==> src/rtl/instr_fetch_mem_pkg.sv <==
// Shared constants, NOP encoding and FSM state type for the instruction fetch memory.
// Optional feature macro: INSTR_FETCH_MEM_PARITY_EN (per-word even parity).
package instr_fetch_mem_pkg;

    localparam int DEF_DATA_W = 8;
    localparam int DEF_ADDR_W = 8;
    localparam int DEF_DEPTH  = 16;

    // NOP is the all-zero word; wide enough to slice for any practical DATA_W.
    localparam int                    MAX_DATA_W = 64;
    localparam logic [MAX_DATA_W-1:0] NOP_WORD   = '0;

    // CLEAR initialises the array after reset, RUN serves loads and fetches.
    typedef enum logic {
        CLEAR = 1'b0,
        RUN   = 1'b1
    } state_e;

endpackage

==> src/rtl/instr_fetch_mem_if.sv <==
// Program-load and fetch bus of the instruction fetch memory.
// Optional feature macro: INSTR_FETCH_MEM_PARITY_EN adds par_err.
//
// Handshakes: a transfer happens on a rising edge where valid && ready are both
// high. The master may not depend on ready to raise valid. The instruction
// channel (instr_valid/instr_data/addr_err) holds stable while instr_valid is
// high and instr_ready is low. prog_we is a write strobe qualified by prog_ready.
interface instr_fetch_mem_if #(
    parameter int DATA_W = instr_fetch_mem_pkg::DEF_DATA_W,
    parameter int ADDR_W = instr_fetch_mem_pkg::DEF_ADDR_W
) ();
    logic              prog_we;
    logic [ADDR_W-1:0] prog_addr;
    logic [DATA_W-1:0] prog_data;
    logic              prog_ready;
    logic              pc_valid;
    logic [ADDR_W-1:0] pc_addr;
    logic              pc_ready;
    logic              instr_valid;
    logic [DATA_W-1:0] instr_data;
    logic              instr_ready;
    logic              addr_err;
`ifdef INSTR_FETCH_MEM_PARITY_EN
    logic              par_err;
`endif

    modport master (
        output prog_we, prog_addr, prog_data, pc_valid, pc_addr, instr_ready,
        input  prog_ready, pc_ready, instr_valid, instr_data, addr_err
`ifdef INSTR_FETCH_MEM_PARITY_EN
        , input par_err
`endif
    );

    modport slave (
        input  prog_we, prog_addr, prog_data, pc_valid, pc_addr, instr_ready,
        output prog_ready, pc_ready, instr_valid, instr_data, addr_err
`ifdef INSTR_FETCH_MEM_PARITY_EN
        , output par_err
`endif
    );

endinterface

==> src/rtl/instr_fetch_mem_ram.sv <==
// instr_ram: plain storage array, one synchronous write port, one async read port.
// Contents are never reset; the fetch FSM initialises them.
module instr_ram #(
    parameter int WORD_W = 8,
    parameter int DEPTH  = 16,
    parameter int AW     = 4
) (
    input  logic              clk,
    input  logic              we_i,
    input  logic [AW-1:0]     waddr_i,
    input  logic [WORD_W-1:0] wdata_i,
    input  logic [AW-1:0]     raddr_i,
    output logic [WORD_W-1:0] rdata_o
);

    logic [WORD_W-1:0] mem_q [DEPTH];

    // Single write port.
    always_ff @(posedge clk) begin
        if (we_i) begin
            mem_q[waddr_i] <= wdata_i;
        end
    end

    assign rdata_o = mem_q[raddr_i];

endmodule

==> src/rtl/instr_fetch_mem.sv <==
// Instruction fetch memory: clears the array after reset, then accepts program
// loads and serves fetches with one cycle latency and write-first bypass.
// Optional feature macro: INSTR_FETCH_MEM_PARITY_EN (even parity per word, par_err).
module instr_fetch_mem
    import instr_fetch_mem_pkg::*;
#(
    parameter int DATA_W = DEF_DATA_W,
    parameter int ADDR_W = DEF_ADDR_W,
    parameter int DEPTH  = DEF_DEPTH
) (
    input  logic               clk,
    input  logic               reset_n,
    instr_fetch_mem_if.slave   bus,
    output state_e             dbg_state_o
);

    localparam int RAM_AW = (DEPTH > 1) ? $clog2(DEPTH) : 1;
`ifdef INSTR_FETCH_MEM_PARITY_EN
    localparam int WORD_W = DATA_W + 1;
`else
    localparam int WORD_W = DATA_W;
`endif
    localparam logic [ADDR_W:0]   DEPTH_X  = (ADDR_W + 1)'(DEPTH);
    localparam logic [RAM_AW-1:0] LAST_IDX = RAM_AW'(DEPTH - 1);
    localparam logic [DATA_W-1:0] NOP      = NOP_WORD[DATA_W-1:0];

    state_e              state_q, state_d;
    logic [RAM_AW-1:0]   clr_cnt_q, clr_cnt_d;
    logic                instr_valid_q, instr_valid_d;
    logic [DATA_W-1:0]   instr_data_q, instr_data_d;
    logic                addr_err_q, addr_err_d;
    logic                par_err_q, par_err_d;

    logic                run;
    logic                pc_ready;
    logic                fetch_acc;
    logic                prog_in_range;
    logic                pc_in_range;
    logic                prog_acc;
    logic                bypass;
    logic [WORD_W-1:0]   clear_word;
    logic [WORD_W-1:0]   prog_word;
    logic [WORD_W-1:0]   fetch_word;
    logic                ram_we;
    logic [RAM_AW-1:0]   ram_waddr;
    logic [WORD_W-1:0]   ram_wdata;
    logic [WORD_W-1:0]   ram_rdata;

    // Addresses are compared unsigned and untruncated; nothing wraps.
    assign prog_in_range = ({1'b0, bus.prog_addr} < DEPTH_X);
    assign pc_in_range   = ({1'b0, bus.pc_addr} < DEPTH_X);

    assign run       = (state_q == RUN);
    assign pc_ready  = run && (!instr_valid_q || bus.instr_ready);
    assign fetch_acc = bus.pc_valid && pc_ready;
    assign prog_acc  = run && bus.prog_we && prog_in_range;
    assign bypass    = prog_acc && (bus.prog_addr == bus.pc_addr);

`ifdef INSTR_FETCH_MEM_PARITY_EN
    // Stored word is {parity, data}; the parity bit makes the total count of ones even.
    assign clear_word = {1'b0, NOP};
    assign prog_word  = {^bus.prog_data, bus.prog_data};
`else
    assign clear_word = NOP;
    assign prog_word  = bus.prog_data;
`endif

    assign fetch_word = bypass ? prog_word : ram_rdata;

    // State and clear-counter registers.
    always_ff @(posedge clk) begin
        if (!reset_n) begin
            state_q   <= CLEAR;
            clr_cnt_q <= '0;
        end else begin
            state_q   <= state_d;
            clr_cnt_q <= clr_cnt_d;
        end
    end

    // Next state: walk the clear counter over every word, then serve requests.
    always_comb begin
        state_d   = state_q;
        clr_cnt_d = clr_cnt_q;
        case (state_q)
            CLEAR: begin
                if (clr_cnt_q == LAST_IDX) begin
                    state_d   = RUN;
                    clr_cnt_d = '0;
                end else begin
                    clr_cnt_d = clr_cnt_q + 1'b1;
                end
            end
            RUN: begin
                state_d = RUN;
            end
            default: begin
                state_d = CLEAR;
            end
        endcase
    end

    // Write port arbitration: clear sweep owns the port in CLEAR, program loads in RUN.
    always_comb begin
        ram_we    = 1'b0;
        ram_waddr = clr_cnt_q;
        ram_wdata = clear_word;
        if (reset_n) begin
            if (state_q == CLEAR) begin
                ram_we = 1'b1;
            end else if (prog_acc) begin
                ram_we    = 1'b1;
                ram_waddr = bus.prog_addr[RAM_AW-1:0];
                ram_wdata = prog_word;
            end
        end
    end

    instr_ram #(
        .WORD_W (WORD_W),
        .DEPTH  (DEPTH),
        .AW     (RAM_AW)
    ) u_ram (
        .clk     (clk),
        .we_i    (ram_we),
        .waddr_i (ram_waddr),
        .wdata_i (ram_wdata),
        .raddr_i (bus.pc_addr[RAM_AW-1:0]),
        .rdata_o (ram_rdata)
    );

    // Output register next value: load on accepted fetch, drop valid once consumed, else hold.
    always_comb begin
        instr_valid_d = instr_valid_q;
        instr_data_d  = instr_data_q;
        addr_err_d    = addr_err_q;
        par_err_d     = par_err_q;
        if (fetch_acc) begin
            instr_valid_d = 1'b1;
            if (pc_in_range) begin
                instr_data_d = fetch_word[DATA_W-1:0];
                addr_err_d   = 1'b0;
                par_err_d    = ^fetch_word;
            end else begin
                instr_data_d = NOP;
                addr_err_d   = 1'b1;
                par_err_d    = 1'b0;
            end
        end else if (bus.instr_ready) begin
            instr_valid_d = 1'b0;
        end
    end

    // Output register; reset discards any pending instruction.
    always_ff @(posedge clk) begin
        if (!reset_n) begin
            instr_valid_q <= 1'b0;
            instr_data_q  <= '0;
            addr_err_q    <= 1'b0;
            par_err_q     <= 1'b0;
        end else begin
            instr_valid_q <= instr_valid_d;
            instr_data_q  <= instr_data_d;
            addr_err_q    <= addr_err_d;
            par_err_q     <= par_err_d;
        end
    end

    assign bus.prog_ready  = run;
    assign bus.pc_ready    = pc_ready;
    assign bus.instr_valid = instr_valid_q;
    assign bus.instr_data  = instr_data_q;
    assign bus.addr_err    = addr_err_q;
`ifdef INSTR_FETCH_MEM_PARITY_EN
    assign bus.par_err     = par_err_q;
`else
    logic unused_par;
    assign unused_par = par_err_q;
`endif
    assign dbg_state_o     = state_q;

endmodule

==> src/flat_wrapper.sv <==
// flat-port wrapper written by rule: the top's interface ports become plain ports
module instr_fetch_mem_flat import instr_fetch_mem_pkg::*;
#(
    parameter int DATA_W = DEF_DATA_W,
    parameter int ADDR_W = DEF_ADDR_W,
    parameter int DEPTH  = DEF_DEPTH
)
  (clk, reset_n, dbg_state_o, bus_prog_we, bus_prog_addr, bus_prog_data, bus_pc_valid, bus_pc_addr, bus_instr_ready, bus_prog_ready, bus_pc_ready, bus_instr_valid, bus_instr_data, bus_addr_err);
  instr_fetch_mem_if #(.DATA_W(DATA_W), .ADDR_W(ADDR_W)) bus_i ();
  input  logic clk;
  input  logic reset_n;
  output state_e dbg_state_o;
  input wire logic [$bits(bus_i.prog_we)-1:0] bus_prog_we;
  input wire logic [$bits(bus_i.prog_addr)-1:0] bus_prog_addr;
  input wire logic [$bits(bus_i.prog_data)-1:0] bus_prog_data;
  input wire logic [$bits(bus_i.pc_valid)-1:0] bus_pc_valid;
  input wire logic [$bits(bus_i.pc_addr)-1:0] bus_pc_addr;
  input wire logic [$bits(bus_i.instr_ready)-1:0] bus_instr_ready;
  output wire logic [$bits(bus_i.prog_ready)-1:0] bus_prog_ready;
  output wire logic [$bits(bus_i.pc_ready)-1:0] bus_pc_ready;
  output wire logic [$bits(bus_i.instr_valid)-1:0] bus_instr_valid;
  output wire logic [$bits(bus_i.instr_data)-1:0] bus_instr_data;
  output wire logic [$bits(bus_i.addr_err)-1:0] bus_addr_err;
  assign bus_i.prog_we = bus_prog_we;
  assign bus_i.prog_addr = bus_prog_addr;
  assign bus_i.prog_data = bus_prog_data;
  assign bus_i.pc_valid = bus_pc_valid;
  assign bus_i.pc_addr = bus_pc_addr;
  assign bus_i.instr_ready = bus_instr_ready;
  assign bus_prog_ready = bus_i.prog_ready;
  assign bus_pc_ready = bus_i.pc_ready;
  assign bus_instr_valid = bus_i.instr_valid;
  assign bus_instr_data = bus_i.instr_data;
  assign bus_addr_err = bus_i.addr_err;
  instr_fetch_mem #(.DATA_W(DATA_W), .ADDR_W(ADDR_W), .DEPTH(DEPTH)) u_core (.clk(clk), .reset_n(reset_n), .bus(bus_i), .dbg_state_o(dbg_state_o));
endmodule
==> config.mk <==
export PLATFORM = sky130hd
export DESIGN_NAME = instr_fetch_mem_flat
export DESIGN_NICKNAME = d
export VERILOG_FILES = /design/src/rtl/instr_fetch_mem_pkg.sv /design/src/rtl/instr_fetch_mem_if.sv /design/src/rtl/instr_fetch_mem_ram.sv /design/src/rtl/instr_fetch_mem.sv /design/src/flat_wrapper.sv
export SDC_FILE = /design/constraint.sdc
export NUM_CORES = 1
export LEC_CHECK = 0
export ABC_AREA = 1
export CORE_UTILIZATION = 53
export DETAILED_ROUTE_END_ITERATION = 8
export PLACE_DENSITY = 0.82
export SLEW_MARGIN = 20
export SYNTH_ARGS = -nofsm -noshare
export SYNTH_HDL_FRONTEND = slang
export SYNTH_SLANG_ARGS = --single-unit
==> constraint.sdc <==
create_clock -name clk -period 2 [get_ports clk]
set_input_delay 0.3 -clock clk [delete_from_list [all_inputs] [get_ports clk]]
set_output_delay 0.3 -clock clk [all_outputs]
set_load 0.02 [all_outputs]
==> metrics.cfg, run 1 <==
[timing]
skew_ns = 0.0132
hold_viol_final = 0
rsz0062_at_grt = true
finalSetupViolCount = 0
relSlewSlack_pct = 71.7
worst_slew_pin_slew_ns = 0.421
min_period_ns = 1.93
tns_ns = 0
post-route-period-util_pct = 96.5
slew_viol_final = 0
max_freq_mhz = 518
hold_ws_ns = 0.464

[cells_and_area]
fin_area_um2 = 7570
nets = 701
antenna_cells = 0
drive_gt1_share_pct = 13.9
nFillCells = 764
syn2layout_area_growth_pct = 23.8
fin_cells = 823

[synthesis]
avgSynthCellArea_um2 = 10.4
async_reset_ff_share_pct = 0
synth_seq_cells = 143
ys.flop_type = edfxtp_1
synth_top_cell_by_area = edfxtp_1
synthTopCellsByArea = edfxtp_1 (63%), nand2_1 (11%), nand3_1 (9.7%)
ys_warn_count = 0
synth_top_area_share_pct = 62.8
postSynthCellCount = 591
synth_edf_count = 128
synth_cell_types = 26
synth_seq_area_share_pct = 67.7
synth_nets = 621
synth_area_um2 = 6120

[worst_setup_path]
crit_slowest_cell = clkdlybuf4s50_1
path_depth = 9
cp-start-kind = primary input
critPathMaxFanout = 10
critPathRequiredTime_ns = 2.12
cpMostUsedCell = nor2_1
crit_type = in -> reg
arrival_ns = 2.05
worstSetupEndpointType = register
path_buf_inv = 2
critPathTopFamily = simple AND/OR/NAND/NOR gates
cp_cell_sequence = clkdlybuf4s50_1, nor2_1, nand2_1, nor2_2, nand2_4, o21ai_1, nand3_1, nor2_1, buf_4
cpPeakStageDelay_ns = 0.42
reg2regPathDepth = 7

[floorplan]
rows = 38
fp.coreArea_um2 = 11000
start_util_pct = 55.5
dieArea_um2 = 12000
die_width_um = 109
boundaryPins = 42
die_h_um = 109

[detailed_routing]
firstDrtPassIters = 6
route.met2.wl_mm = 7.32
wirelength_mm = 15.1
drt-wirelength-per-cell_um = 18.4
drcViolationCount = 0
wl_met3_mm = 1.40
num_vias = 4768
drt_iter0_drc = 559
routed_via_density = 5.79
met1Wirelength_mm = 5.69
ant_nets = 0
top_layer = met4

[cts]
cts-htree-levels = 4
root_buffer = clkbuf_16
cts_sinks = 143
insertion_delay_ns = 0.42
postCtsHoldBufs = 0
cts_made_buffers = 17
postCtsSetupBuffers = 0
clk_pin_slew_ns = 0.06
clock_path_buffers = 2
cts_tree = built

[power_and_ir_drop]
comb_power_share_pct = 6.4
swShare_pct = 21.0
p_int_mw = 5.21
pwr-share-clk_pct = 44.2
p_sw_mw = 1.38
p_seq_share_pct = 49.4
power-per-cell-area_nw_per_um2 = 870
peakVddDrop_uv = 708
power_leakage_nw = 3.09

[global_routing]
grt_pass1_vias = 4645
track_usage_pct = 27.1
grt_max_degree = 34
grt_overflow = 0
antenna_found_initial = 0
grt_pass1_wl_mm = 23.1

[place]
port-buffer-count = 41
dp_cells = 792
place_hpwl_mm = 10.5
gp_congestion = 0.984
postPlaceCellArea_um2 = 7000

[job]
cap_violations = 0

[min_path]
hold_depth = 2
hold_class = reg -> reg

[outcome]
status = finished clean

[layer usage]
layer	track usage, %	vias up
li1	-	2191
met5	0	-
met2	43.5	277
met1	32.1	2228
met3	7.82	72
met4	16.8	0
[cell usage in the layout (no fill, tap or decap), types with 4 or more instances in the layout]
master             n
nor2_2             7
nand2_1          187
edfxtp_1         128
clkinv_2           5
a21oi_1           22
dfxtp_1           15
o21ai_2            4
clkdlybuf4s50_1   39
inv_1             29
clkbuf_16         17
buf_12             6
nor2_1            32
buf_4             42
nand3_1          118
[metrics by stage]
stage | setup slack (ns) | util [%] | total power, mW
after floorplan | -0.0961 | - | 3.55
after global placement | -0.277 | 63.5 | 3.70
after detailed placement | -0.301 | 63.5 | 3.72
after CTS | 0.104 | 68.5 | 6.60
after global routing | -0.0775 | 68.6 | 6.77
final | 0.0691 | 68.6 | 6.59
[worst register-to-register path: cells and delay by family, from the launching register on]
family          cells  cell delay (ns)
compound gates      1             0.27
buf+inv             1             0.20
flops               1             0.34
simple gates        5             0.76
[area by class of cell]
| type | instances | area [µm²] | share of cell area (%) |
|---|---|---|---|
| Multi-Input combinational cell | 388 | 1740 | 23.0 |
| Timing Repair Buffer | 89 | 840 | 11.1 |
| Clock buffer | 18 | 429 | 5.67 |
| Clock inverter | 13 | 124 | 1.64 |
| Inverter | 32 | 120 | 1.59 |
| Sequential cell | 143 | 4140 | 54.7 |
| Tap cell | 140 | 175 | 2.31 |
[sequential cells by signal (all words and copies together), names as in the netlist]
| register | flops |
|---|---|
| u_core.bus.prog_ready | 1 |
| u_core.bus.addr_err | 1 |
| u_core.u_ram.mem_q | 128 |
| u_core.bus.instr_valid | 1 |
| u_core.clr_cnt_q | 4 |
| u_core.bus.instr_data | 8 |
[final timing paths]
path                                          startpoint                        to  slack (ns)
worst max-delay path                    bus_prog_addr[4]  u_core.u_ram.mem_q[2][1]        0.07
worst min-delay path            u_core.bus.instr_data[7]  u_core.bus.instr_data[7]        0.46
worst max register to register     u_core.bus.prog_ready  u_core.u_ram.mem_q[2][1]        0.14
worst min register to register  u_core.bus.instr_data[7]  u_core.bus.instr_data[7]        0.46
[kinds of logic after synthesis]
kind of cell,share of synthesized area (%)
AO/OA/AOI/OAI,2.82
adder cells (fa/ha/maj),0.205
buffers and inverters,4.32
flip-flops,67.7
XOR/XNOR,0.430
AND/OR/NAND/NOR,24.5
[cells in the mapped netlist (3+ instances only)]
library cell and number:
buf_2 19, a21oi_1 22, nand3_1 119, xor2_1 3, edfxtp_1 128, o21ai_1 3, inv_1 29, nand2_1 187
inv_2 3, o21ai_0 3, clkbuf_1 4, dfxtp_1 15, nor2_1 37
[what timing repair did]
action	4_1_cts	5_1_grt
endpoints found under the setup margin	1	104
gates resized for setup	1	5
pin swaps	0	1
[power groups by stage]
stage	clock network [mW]	registers, mW	logic (mW)
floorplan	0	3.31	0.237
global placement	0	3.32	0.389
detailed placement	0	3.32	0.403
CTS	2.94	3.26	0.407
global route	3.06	3.26	0.452
finish	2.91	3.26	0.419
Note: power is estimated with default switching activity, not from simulation.
==> inputs of run 2 (changes only) <==
CORE_UTILIZATION = 63   (was 53)
PLACE_DENSITY = 0.9   (was 0.82)
clock period = 2.5 ns   (was 2 ns; I/O delays follow)
==> run 2 against run 1 <==
- clock power down 11%
- count of clock-buffer cells in the layout down 1
- critical path depth down 6
- hold slack better by 0.0080 ns
- first-iteration DRC count up 3.0%
- combinational power down 21%
- cell count down 2.9%
- sequential cell count unchanged
- largest cell class unchanged
==> metrics.cfg, run 2 (synthesis gave the netlist of run 1 again) <==
[outcome]
status = finished clean

[detailed_routing]
drcViolationCount = 0  ; unchanged
wirelength_mm = 16.0  ; +5.7%
drt-wirelength-per-cell_um = 20.0  ; +8.9%
firstDrtPassIters = 8  ; +2
num_vias = 4781  ; +0.27%
ant_nets = 0  ; unchanged
drt_iter0_drc = 576  ; +3.0%
routed_via_density = 5.98  ; +3.3%

[cts]
root_buffer = clkbuf_8
postCtsSetupBuffers = 0  ; unchanged
insertion_delay_ns = 0.54  ; +0.12 ns
cts_sinks = 143  ; unchanged
cts_tree = built
postCtsHoldBufs = 0  ; unchanged
cts_made_buffers = 17  ; unchanged
clock_path_buffers = 2  ; unchanged
clk_pin_slew_ns = 0.06  ; about the same
cts-htree-levels = 4  ; unchanged
cts.repair.resized = 0  ; -1

[floorplan]
dieArea_um2 = 10100  ; -16%
die_h_um = 101  ; -8.1%
fp.coreArea_um2 = 9330  ; -15%
boundaryPins = 42  ; unchanged
die_width_um = 101  ; -8.1%
start_util_pct = 65.6  ; +10 points
rows = 35  ; -7.9%

[timing]
finalSetupViolCount = 0  ; unchanged
post-route-period-util_pct = 93.6
max_freq_mhz = 427
hold_viol_final = 0  ; unchanged
min_period_ns = 2.34
rsz0062_at_grt = false
relSlewSlack_pct = 74.6  ; +2.9 points
slew_viol_final = 0  ; unchanged
worst_slew_pin_slew_ns = 0.378  ; -0.0426 ns
tns_ns = 0  ; unchanged
skew_ns = 0.0103  ; -0.00295 ns

[global_routing]
grt.met2_usage_pct = 56.4  ; +13 points
grt_pass1_wl_mm = 24.6  ; +6.8%
grt_overflow = 0  ; unchanged
grt_use_met1_pct = 40.4  ; +8.3 points
grt_util_met3_pct = 10.5  ; +2.6 points
antenna_found_initial = 0  ; unchanged
grt_max_degree = 34  ; unchanged
grt_pass1_vias = 4830  ; +4.0%
busiest_layer = met2
track_usage_pct = 34.2  ; +7.1 points

[cells_and_area]
nFillCells = 534  ; -30%
nets = 688  ; -1.9%
largest_reg_flops = 128  ; unchanged
final_common_cell = nand2_1
final_cell_mix = nand2_1 (187), edfxtp_1 (128), nand3_1 (119), clkdlybuf4s50_1 (40), nor2_1 (37)
syn2layout_area_growth_pct = 21.1
seq_area_um2 = 4140  ; unchanged
multiInputGateArea_um2 = 1710  ; -1.7%
drive_gt1_share_pct = 11.2  ; -2.7 points
top_register = u_core.u_ram.mem_q
antenna_cells = 0  ; unchanged
fin_cells = 799  ; -2.9%

[power_and_ir_drop]
total_power_mw = 5.53  ; -16%
power-per-cell-area_nw_per_um2 = 747  ; -14%
peakVddDrop_uv = 574  ; -19%
power_leakage_nw = 3.02  ; -2.4%

[worst_setup_path]
r2r-start = u_core.bus.prog_ready
cp_cell_sequence = inv_1, nor2_1, clkdlybuf4s50_1
critPathRequiredTime_ns = 2.12  ; about the same
crit_type = reg -> out
arrival_ns = 1.96  ; -0.09 ns
cpPeakStageDelay_ns = 0.61  ; +0.19 ns
critPathLaunch = u_core.bus.prog_ready
worstSetupEndpointType = output port
crit_slowest_cell = clkdlybuf4s50_1
critPathMaxFanout = 8  ; -2
cp-start-kind = register

[place]
gp_congestion = 0.880  ; -11%
dp_cells = 768  ; -3.0%
port-buffer-count = 41  ; unchanged
place_hpwl_mm = 9.79  ; -6.3%

[job]
cap_violations = 0  ; unchanged

[min_path]
hold_class = reg -> reg
hold_start = u_core.bus.instr_data[7]

run 2: cell types whose count changed in the layout (fill, tap and decap cells not counted), moves of 2 or more:
cell	delta
o21ai_2	-2
buf_12	-6
nor2_1	+5
clkinv_2	-4
o21ai_1	+2
nor2_2	-5
clkinv_4	+2
inv_6	+2
buf_4	-7
bufinv_16	+2
run 2: report_power, final:
part / internal, mW / switching, mW / total (mW)
Clock: 1.62 / 0.983 / 2.60
Sequential: 2.59 / 0.00909 / 2.60
Combinational: 0.118 / 0.212 / 0.330
Total: 4.33 / 1.20 / 5.53
run 2: final cells by class:
type / instances / area share (%)
Sequential cell: 143 / 55.9
Multi-Input combinational cell: 388 / 23.1
Timing Repair Buffer: 76 / 9.02
Clock buffer: 17 / 5.59
Clock inverter: 14 / 2.58
Tap cell: 129 / 2.18
Inverter: 32 / 1.62
run 2: path summary, 6_finish.rpt:
check | endpoint | slack [ns] | cells past startpoint
max | bus_pc_ready | 0.16 | 3
min | u_core.bus.instr_data[7] | 0.47 | 2
max reg2reg | u_core.u_ram.mem_q[13][2] | 0.29 | 9
min reg2reg | u_core.bus.instr_data[7] | 0.47 | 2
run 2: through the flow:
step           utilization (%)  cell area [µm²]  hold WS [ns]  setup WS, ns
6_report                  79.4             7410         0.472         0.160
3_5_place_dp              72.9             6800         0.463       -0.0360
4_1_cts                   79.4             7410         0.473         0.171
5_1_grt                   79.4             7410         0.496        0.0812
3_3_place_gp              72.9             6800         0.455        0.0816
2_1_floorplan                -             6120         0.468         0.404
run 2: layer usage:
metal / up-vias / wire length [µm]
li1: 2153 / -
met1: 2196 / 5730
met2: 339 / 7900
met3: 93 / 1720
met4: 0 / 643
met5: - / 0
run 2: critical path, delay by kind of cell (launching register included):
family        cells  cell delay [ns]
buf+inv           2             0.80
flops             1             0.49
simple gates      1             0.14
==> inputs of run 3 (changes only) <==
CORE_UTILIZATION = 58   (was 63)
GPL_TIMING_DRIVEN = 0   (was unset)
PLACE_DENSITY = 0.85   (was 0.9)
clock period = 2.6 ns   (was 2.5 ns; I/O delays follow)
==> run 3 against run 2 <==
- setup slack worse by 0.11 ns
- count of clock-buffer cells in the layout increased by 3
- clock power fell by 14%
- power shrank 8.3%
- cell count fell by 0.38%
- non-clock buffer count decreased by 10
- via count decreased by 1.4%
==> metrics.cfg, run 3 (synthesis gave the netlist of run 1 again) <==
[cells_and_area]
syn2layout_area_growth_pct = 18.5
drive_gt1_share_pct = 10.9  ; -0.28 points
top_register = u_core.u_ram.mem_q
utilization_pct = 70.5  ; -8.9 points
nets = 678  ; -1.5%
seq_area_um2 = 4140  ; unchanged
nFillCells = 714  ; +34%
antenna_cells = 0  ; unchanged
final_cell_mix = nand2_1 (187), edfxtp_1 (128), nand3_1 (119), clkdlybuf4s50_1 (38), inv_1 (29)
multiInputGateArea_um2 = 1740  ; +2.0%
final_common_cell = nand2_1
fin_area_um2 = 7250  ; -2.2%
largest_reg_flops = 128  ; unchanged

[cts]
clock_path_buffers = 2  ; unchanged
cts_made_buffers = 17  ; unchanged
postCtsSetupBuffers = 0  ; unchanged
cts-htree-levels = 4  ; unchanged
clk_pin_slew_ns = 0.06  ; about the same
cts_tree = built
root_buffer = clkbuf_8
insertion_delay_ns = 0.54  ; about the same
cts_sinks = 143  ; unchanged

[floorplan]
die_h_um = 105  ; +4.1%
die_width_um = 105  ; +4.1%
start_util_pct = 59.5  ; -6.1 points
dieArea_um2 = 11000  ; +8.4%
fp.coreArea_um2 = 10300  ; +10%
rows = 37  ; +5.7%
boundaryPins = 42  ; unchanged

[worst_setup_path]
rrSetupSlack_ns = 0.05  ; -0.24 ns
critPathTopFamily = simple AND/OR/NAND/NOR gates
cp_cell_sequence = nand2_1, nor2_2, nand2_2, buf_6, nand2_2, o21ai_2, inv_2, nand2_1, nor2_1
cp-start-kind = register
worstSetupEndpointType = register
crit_type = reg -> reg
critPathLaunch = u_core.bus.prog_ready
reg2regPathDepth = 9  ; unchanged
r2r_end = u_core.u_ram.mem_q[11][7]
crit_slowest_cell = nor2_1
path_buf_inv = 2  ; unchanged
r2r-start = u_core.bus.prog_ready
critPathMaxFanout = 10  ; +2
arrival_ns = 2.71  ; +0.75 ns
cpPeakStageDelay_ns = 0.69  ; +0.08 ns
critPathRequiredTime_ns = 2.76  ; +0.64 ns

[job]
cap_violations = 0  ; unchanged

[detailed_routing]
drt-wirelength-per-cell_um = 20.3  ; +1.2%
wirelength_mm = 16.1  ; +0.80%
route.met2.wl_mm = 7.57  ; -4.1%
routed_via_density = 5.92  ; -0.99%
wl_met3_mm = 1.82  ; +5.8%
top_layer = met4
met1Wirelength_mm = 6.21  ; +8.4%
drcViolationCount = 0  ; unchanged
ant_nets = 0  ; unchanged
drt_iter0_drc = 579  ; +0.52%
num_vias = 4716  ; -1.4%
firstDrtPassIters = 6  ; -2

[global_routing]
track_usage_pct = 31.0  ; -3.2 points
grt_pass1_vias = 4517  ; -6.5%
antenna_found_initial = 0  ; unchanged
grt_pass1_wl_mm = 24.7  ; about the same
grt_overflow = 0  ; unchanged
grt_max_degree = 17  ; -50%

[timing]
worst_slew_pin_slew_ns = 1.09  ; +0.708 ns
rsz0062_at_grt = true
hold_viol_final = 0  ; unchanged
slew_viol_final = 0  ; unchanged
skew_ns = 0.00422  ; -0.00607 ns
max_freq_mhz = 392
min_period_ns = 2.55
post-route-period-util_pct = 98.0
finalSetupViolCount = 0  ; unchanged
relSlewSlack_pct = 27.3  ; -47 points

[power_and_ir_drop]
total_power_mw = 5.07  ; -8.3%
p_int_mw = 3.95  ; -8.6%
peakVddDrop_uv = 395  ; -31%
pwr-share-clk_pct = 44.3  ; -2.7 points
power_leakage_nw = 2.89  ; -4.3%
comb_power_share_pct = 6.4  ; +0.4 points
p_seq_share_pct = 49.4  ; +2.3 points
swShare_pct = 22.0  ; +0.26 points
power-per-cell-area_nw_per_um2 = 700  ; -6.3%
p_sw_mw = 1.12  ; -7.2%

[min_path]
hold_class = in -> reg
hold_start = bus_pc_addr[3]
hold_depth = 6  ; +4
hold-path-endpoint = u_core.bus.instr_data[3]

[place]
postPlaceCellArea_um2 = 6680  ; -1.8%
place_hpwl_mm = 10.7  ; +9.2%
port-buffer-count = 38  ; -7.3%
gp_congestion = 0.985  ; +12%

[outcome]
status = finished clean

## run 3: power groups by stage
stage / clock, mW / combinational [mW] / sequential [mW]
after floorplan: 0 / 0.181 / 2.55
after global placement: 0 / 0.301 / 2.55
after detailed placement: 0 / 0.308 / 2.55
after CTS: 2.24 / 0.311 / 2.50
after global routing: 2.33 / 0.347 / 2.51
final: 2.24 / 0.322 / 2.50
## run 3: how the worst max path moves through the flow
stage,depth (start not counted),slack [ns],endpoint
5_1_grt,7,-0.17,u_core.u_ram.mem_q[0][0]
6_report,9,0.05,u_core.u_ram.mem_q[11][7]
3_5_place_dp,9,-0.39,u_core.u_ram.mem_q[13][5]
4_1_cts,7,0.02,u_core.u_ram.mem_q[13][3]
2_1_floorplan,9,0.50,u_core.u_ram.mem_q[10][0]
3_3_place_gp,7,-0.29,u_core.u_ram.mem_q[1][2]
## run 3: worst register-to-register path, stage by stage, from the launching register on
cell     delay (ns)
dfxtp_1        0.48
nand2_1        0.12
nor2_2         0.22
nand2_2        0.16
buf_6          0.19
nand2_2        0.06
o21ai_2        0.07
inv_2          0.06
nand2_1        0.14
nor2_1         0.69
## run 3: routing by layer
layer / vias to the layer above / track usage (%)
li1: 2139 / -
met3: 47 / 6.30
met2: 347 / 49.8
met1: 2183 / 40.9
met4: 0 / 14.3
met5: - / 0
## run 3: repair_timing
action,4_1_cts,5_1_grt
endpoints found under the setup margin,0,128
gates resized for setup,0,7
hold buffers,0,0
## run 3: stage by stage
step	setup TNS [ns]	hold WS (ns)	setup slack (ns)	cells
6_report	0	0.388	0.0515	796
5_1_grt	-9.72	0.417	-0.167	796
4_1_cts	0	0.370	0.0158	796
3_5_place_dp	-54.57	0.465	-0.390	765
3_3_place_gp	-45.09	0.455	-0.294	765
2_1_floorplan	0	0.468	0.504	591
## run 3: area by class of cell
class | count | share of cell area (%)
well taps | 136 | 2.35
clock inverters | 11 | 1.64
inverters | 32 | 1.66
plain buffers | 28 | 1.99
flip-flops and latches | 143 | 57.2
clock buffers | 20 | 5.87
multi-input cells | 388 | 24.1
repair buffers | 38 | 5.25
